===== src/rtl/riscv_pkg.sv =====
`default_nettype none
// ============================================================================
//  Module      : riscv_pkg
//  Description : Shared types and constants for the 5-stage RISC-V pipeline
//                control path (sequencer states, default timeout, NOP bubble).
//  Revision    : 1.0 - initial release
// ============================================================================
package riscv_pkg;

  // Pipeline sequencer states
  typedef enum logic [1:0] {
    RUN       = 2'd0,
    DMEM_WAIT = 2'd1,
    ERR       = 2'd2
  } pipe_state_e;

  // Default number of data-memory wait cycles tolerated before lockup
  localparam int DMEM_TIMEOUT_DEF = 255;

  // Bubble loaded by a flushed pipeline register: addi x0, x0, 0 with all
  // architectural write enables cleared
  localparam logic [31:0] NOP_INSTR = 32'h0000_0013;
  localparam logic        NOP_WE    = 1'b0;

endpackage : riscv_pkg
`default_nettype wire


===== src/rtl/pipeline_ctrl.sv =====
`default_nettype none
// ============================================================================
//  Module      : pipeline_ctrl
//  Description : Central stall/flush sequencer. Merges load-use stalls, EX
//                branch redirects and the data-memory handshake into per-
//                register enables/flushes and the PC enable. Freezes the whole
//                pipeline during multi-cycle data-memory accesses and locks up
//                in ERR on a data-memory timeout.
//                Optional feature macro: PIPE_PERF_EN (stall/flush counters).
//  Revision    : 1.0 - initial release
// ============================================================================
module pipeline_ctrl
  import riscv_pkg::*;
#(
  parameter int DMEM_TIMEOUT = DMEM_TIMEOUT_DEF,
  parameter int CNT_W        = 32
) (
  input  logic             clk_i,
  input  logic             rst_i,
  input  logic             load_use_i,
  input  logic             branch_taken_i,
  input  logic             dmem_req_i,
  input  logic             dmem_ready_i,
  output logic             pc_en_o,
  output logic             if_id_en_o,
  output logic             id_ex_en_o,
  output logic             ex_mem_en_o,
  output logic             mem_wb_en_o,
  output logic             if_id_flush_o,
  output logic             id_ex_flush_o,
  output logic             dmem_wait_o,
  output logic             err_o
`ifdef PIPE_PERF_EN
  ,
  output logic [CNT_W-1:0] stall_cycles_o,
  output logic [CNT_W-1:0] flush_cnt_o
`endif
);

  localparam int                  C_WCNT_W    = $clog2(DMEM_TIMEOUT + 1);
  localparam logic [C_WCNT_W-1:0] C_WAIT_LAST = C_WCNT_W'(DMEM_TIMEOUT - 1);

  pipe_state_e         r_state;
  logic [C_WCNT_W-1:0] r_wait_cnt;
  logic                r_err;
  logic                r_dmem_wait;

  logic w_mem_stall;
  logic w_mem_done;
  logic w_pc_en;
  logic w_if_id_en;
  logic w_id_ex_en;
  logic w_ex_mem_en;
  logic w_mem_wb_en;
  logic w_if_id_flush;
  logic w_id_ex_flush;

  // A memory handshake only counts while MEM actually holds a load/store
  assign w_mem_stall = dmem_req_i & ~dmem_ready_i;
  assign w_mem_done  = dmem_req_i &  dmem_ready_i;

  // Zero-latency enable/flush decode; outside RUN the pipeline is frozen
  always_comb begin
    w_pc_en       = 1'b1;
    w_if_id_en    = 1'b1;
    w_id_ex_en    = 1'b1;
    w_ex_mem_en   = 1'b1;
    w_mem_wb_en   = 1'b1;
    w_if_id_flush = 1'b0;
    w_id_ex_flush = 1'b0;
    unique case (r_state)
      RUN: begin
        if (w_mem_stall) begin
          w_pc_en     = 1'b0;
          w_if_id_en  = 1'b0;
          w_id_ex_en  = 1'b0;
          w_ex_mem_en = 1'b0;
          w_mem_wb_en = 1'b0;
        end else if (branch_taken_i) begin
          // Branch beats load-use: the stalled ID instruction is wrong-path
          w_if_id_flush = 1'b1;
          w_id_ex_flush = 1'b1;
        end else if (load_use_i) begin
          // Hold PC and IF/ID, drop one bubble into EX, let older work drain
          w_pc_en       = 1'b0;
          w_if_id_en    = 1'b0;
          w_id_ex_flush = 1'b1;
        end
      end
      default: begin
        w_pc_en     = 1'b0;
        w_if_id_en  = 1'b0;
        w_id_ex_en  = 1'b0;
        w_ex_mem_en = 1'b0;
        w_mem_wb_en = 1'b0;
      end
    endcase
  end

  // Sequencer: RUN -> DMEM_WAIT on a memory stall, back on ready, ERR on timeout
  always_ff @(posedge clk_i or posedge rst_i) begin
    if (rst_i) begin
      r_state     <= RUN;
      r_wait_cnt  <= '0;
      r_err       <= 1'b0;
      r_dmem_wait <= 1'b0;
    end else begin
      unique case (r_state)
        RUN: begin
          if (w_mem_stall) begin
            r_state     <= DMEM_WAIT;
            r_dmem_wait <= 1'b1;
            r_wait_cnt  <= '0;
          end
        end
        DMEM_WAIT: begin
          if (w_mem_done) begin
            r_state     <= RUN;
            r_dmem_wait <= 1'b0;
            r_wait_cnt  <= '0;
          end else if (r_wait_cnt == C_WAIT_LAST) begin
            r_state     <= ERR;
            r_dmem_wait <= 1'b0;
            r_err       <= 1'b1;
          end else begin
            r_wait_cnt <= r_wait_cnt + C_WCNT_W'(1);
          end
        end
        ERR: begin
          r_err <= 1'b1;
        end
        default: begin
          r_state     <= ERR;
          r_dmem_wait <= 1'b0;
          r_err       <= 1'b1;
        end
      endcase
    end
  end

  assign pc_en_o       = w_pc_en;
  assign if_id_en_o    = w_if_id_en;
  assign id_ex_en_o    = w_id_ex_en;
  assign ex_mem_en_o   = w_ex_mem_en;
  assign mem_wb_en_o   = w_mem_wb_en;
  assign if_id_flush_o = w_if_id_flush;
  assign id_ex_flush_o = w_id_ex_flush;
  assign dmem_wait_o   = r_dmem_wait;
  assign err_o         = r_err;

`ifdef PIPE_PERF_EN
  logic             w_branch_flush;
  logic [CNT_W-1:0] r_stall_cycles;
  logic [CNT_W-1:0] r_flush_cnt;

  // A branch flush is only applied when RUN is not overridden by a memory stall
  assign w_branch_flush = (r_state == RUN) & ~w_mem_stall & branch_taken_i;

  // Free-running wrap-around counters of PC-stalled cycles and branch flushes
  always_ff @(posedge clk_i or posedge rst_i) begin
    if (rst_i) begin
      r_stall_cycles <= '0;
      r_flush_cnt    <= '0;
    end else begin
      if (!w_pc_en) begin
        r_stall_cycles <= r_stall_cycles + CNT_W'(1);
      end
      if (w_branch_flush) begin
        r_flush_cnt <= r_flush_cnt + CNT_W'(1);
      end
    end
  end

  assign stall_cycles_o = r_stall_cycles;
  assign flush_cnt_o    = r_flush_cnt;
`endif

endmodule : pipeline_ctrl
`default_nettype wire


===== config.mk =====
export PLATFORM = sky130hd
export DESIGN_NAME = pipeline_ctrl
export DESIGN_NICKNAME = d
export VERILOG_FILES = /design/src/rtl/riscv_pkg.sv /design/src/rtl/pipeline_ctrl.sv
export SDC_FILE = /design/constraint.sdc
export NUM_CORES = 1
export LEC_CHECK = 0
export CORE_MARGIN = 1
export CORE_UTILIZATION = 35
export CTS_BUF_LIST = sky130_fd_sc_hd__clkbuf_8
export DETAILED_ROUTE_END_ITERATION = 16
export GPL_TIMING_DRIVEN = 0
export SLEW_MARGIN = 0
export SYNTH_ARGS = -nofsm -noshare
export SYNTH_HDL_FRONTEND = slang
export SYNTH_SLANG_ARGS = --single-unit

===== constraint.sdc =====
create_clock -name clk_i -period 1.9 [get_ports clk_i]
set_input_delay 0.38 -clock clk_i [delete_from_list [all_inputs] [get_ports clk_i]]
set_output_delay 0.38 -clock clk_i [all_outputs]
set_load 0.03 [all_outputs]

==> results.txt, run 1 <==
----------------------------------------------------
[Detailed routing]
  Vias per std cell ... ~5
  Violation count after the first detailed-routing iteration ... 9
  DRC violation count after routing ... 0
  Router iterations before antenna repair ... 4
  Drt wl/cell ... between 10 and 15 µm
  Via count ... 579
  Total detailed-routing wirelength ... 1440 µm
  Final ANT Viol Nets ... 0

[Critical path]
  CP Capture Type ... output port
  Cell family with most CP delay ... flip-flops
  Data required time at the worst endpoint ... approximately 1.5 ns
  Worst endpoint data arrival time ... 1.46 ns
  Cell breakdown of the critical path ... buf_6 > nor3_4 > a21boi_4 > buf_6 > buf_6
  Worst-case register-to-register setup slack ... 0.16 ns
  Critical path origin ... dmem_wait_o
  Sort of element at the start of the critical path ... flop
  Number of gates on the worst path with buffers counted ... 5
  Length in cells of the worst reg-to-reg path ... 6
  Highest cell delay on the worst timing path ... 0.39 ns
  R2R Path Start ... r_wait_cnt[0]
  Critical Path Fanout Max ... 7
  Category of the critical setup timing path ... reg2out
  Cell mode on critical path ... sky130_fd_sc_hd__buf_6
  Buffer and inverter count on the worst path ... 3
  Endpoint of the lowest-slack register-to-register path ... r_wait_cnt[1]
  Cell with the largest stage delay on the worst path ... sky130_fd_sc_hd__dfrtp_1

[Global route]
  Grt ovf ... 0
  Antenna violations before repair ... 0
  Total Routing Usage GR ... 0.159
  Global-route wire length before repair ... about 2200 µm
  Largest net degree at the start of global routing ... 12
  Number of global-route vias before repair ... 496

[CTS]
  Clk pin slew, worst setup/hold paths ... 0.05 ns
  Cell at the root of the clock tree ... sky130_fd_sc_hd__clkbuf_8
  Count of clock tree sinks ... 11
  Cts bufs inserted ... 3
  Maximum buffer depth of the clock tree ... 2
  CTS tree ... built
  Insertion delay to the later sink of the worst-skew pair ... 0.24 ns
  Level count of the clock H-tree ... 1

[Final layout]
  Relative area change from synthesis to final layout ... 41.2%
  Number of filler cells placed in the layout ... 175
  Diode count ... 0
  Finished Cell Area ... ~910 µm²
  Number of nets in the layout ... 100
  Fraction of final layout cells sized beyond drive strength 1 ... 0.297

[Synthesis]
  Top area cells in the synthesized netlist ... sky130_fd_sc_hd__dfrtp_1 (43%), sky130_fd_sc_hd__nor2_1 (4.1%), sky130_fd_sc_hd__o22a_1 (4.1%)
  Average size of a mapped cell ... just over 9 µm²
  Post-Syn Instances ... slightly below 70
  Net count after synthesis ... slightly below 80
  Total number of yosys warnings ... 0
  Proportion of netlist area held by the largest area contributor ... 0.428
  Number of different library cells in the post-synthesis netlist ... 32
  Synth Register Bits ... 11
  Cell taking the most area after synthesis ... sky130_fd_sc_hd__dfrtp_1
  Mapped Area ... 643 µm²
  Register area share after synthesis ... 0.428

[Placement]
  Placer's final routability congestion estimate ... approximately 0.73
  Port Buffers ... 14
  Cell area after placement ... ~840 µm²
  HPWL reported at the end of detailed placement ... 996 µm

[STA]
  Final cycle utilization of the critical path ... 0.968
  Final critical delay including setup and external delays ... ~1.8 ns
  Post-Route Setup TNS ... 0 ns
  Total of endpoints with negative setup slack in the final report ... 0
  Worst relative slew slack ... 0.713
  Count of final max-slew check failures ... 0
  Maximum clock frequency ... around 0.54 GHz
  RSZ-0062 raised after global routing ... false
  Transition at the pin with the smallest max-transition slack ... 0.427 ns
  Setup clock skew after layout ... 0.00326 ns
  Final count of hold timing violations ... 0

[Outcome]
  Run status ... complete, no violations

[Power]
  Total power divided by cell area ... 797 mW/mm²
  Power, Total ... 0.000724 W
  Leakage Power ... around 0.44 nW
  Largest voltage drop on the vdd net ... 0.000574 V

[Floorplanning]
  Die footprint ... 0.00201 mm²
  Initial cell density of the core ... 0.372
  Die height ... between 40 and 50 µm
  Ports placed on the boundary ... 15
  Horizontal extent of the die ... 44.9 µm
  Std-Cell Rows ... 15
  Core Area ... 0.00173 mm²

[Run]
  Number of maximum-capacitance constraint violations ... 0

[Min path]
  Worst Hold Class ... in2async

----------------------------------------------------
==> where the power goes <==
part	internal (W)	leakage, nW	switching, W
Clock	0.000144	0.0255	0.0000944
Sequential	0.000263	0.147	0.0000359
Combinational	0.0000893	0.264	0.0000967
Total	0.000497	0.436	0.000227
==> through the flow <==
step	worst slack (ns)	hold slack, ns	instances	util
2_1_floorplan	-0.184	0.232	69	-
3_3_place_gp	-0.749	0.453	108	0.488
3_5_place_dp	-0.761	0.461	108	0.488
4_1_cts	0.0258	0.446	113	0.512
5_1_grt	0.00223	0.478	116	0.526
6_report	0.0612	0.437	116	0.526
==> metal layers <==
layer	part of all wire	vias up	wire length [µm]	global-route usage
met4	0	0	0	0.0727
li1	-	294	-	-
met2	0.47	10	680	0.229
met3	0.042	0	61	0.0600
met1	0.49	275	701	0.211
met5	0	-	0	0
==> sequential cells by signal, summed over array words and instances (netlist names) <==
name	cells
dmem_wait_o	1
err_o	1
r_state	1
r_wait_cnt	8
==> cells in the mapped netlist (all sizes together) <==
cell and number:
and3b 1, a21oi 2, nor2 8, o22a 3, and3 2, inv 3
a31o 1, nand3 4, a311oi 1, and2b 1, and2 1, a311o 1
nor4 1, nand2b 1, o21a 1, ha 2, nor3 5, a31oi 1
dfrtp 11, nand2 3, nand4 1, a211o 1, or3 1, o21ai 4
buf 4, a221o 1, or2 1, nand3b 1, mux2 1, a21boi 1
==> how the worst max path moves through the flow <==
stage / end / slack (ns)
floorplan: pc_en_o / -0.18
global placement: pc_en_o / -0.75
detailed placement: pc_en_o / -0.76
CTS: pc_en_o / 0.03
global route: pc_en_o / 0.002
finish: pc_en_o / 0.06
==> cells by family (layout without fill, tap and decap cells) <==
logic type,after synthesis,count (layout),synth area share
mux,1,1,0.0175
buf+inv,7,29,0.0603
simple gates,31,31,0.263
fa+ha+maj,2,2,0.0389
flops,11,11,0.428
compound gates,17,17,0.193
==> placed cells by master, fill, tap and decap left out, types with 4 or more instances in the layout <==
master                            Yosys  routed
sky130_fd_sc_hd__nand3_1              4       4
sky130_fd_sc_hd__clkdlybuf4s50_1      0       5
sky130_fd_sc_hd__buf_2                1       4
sky130_fd_sc_hd__dfrtp_1             11      11
sky130_fd_sc_hd__o21ai_0              4       4
sky130_fd_sc_hd__buf_4                3       6
sky130_fd_sc_hd__nor2_1               7       7
sky130_fd_sc_hd__nor3_1               5       4
==> repair_timing <==
item / CTS / global route
hold buffers: 0 / 0
pin swaps: 1 / 1
setup endpoints to repair: 7 / 3
gates resized for setup: 38 / 6
setup buffers: 1 / 3
==> cell type report <==
type	count	area [µm²]	area share
plain buffers	4	37.5	0.0413
repair buffers	18	148	0.163
flip-flops and latches	11	275	0.303
inverters	3	11.3	0.0124
clock buffers	3	41.3	0.0455
well taps	25	31.3	0.0344
multi-input cells	51	359	0.395
clock inverters	1	5.00	0.00551
No activity file was read; power rests on OpenSTA's default activity.
==> run 2, diff against run 1 <==
Settings changed: CTS_CLUSTER_DIAMETER set to 100.
==> results of run 2 <==
The final DEF is identical to that of run 1; final timing and power are the same.
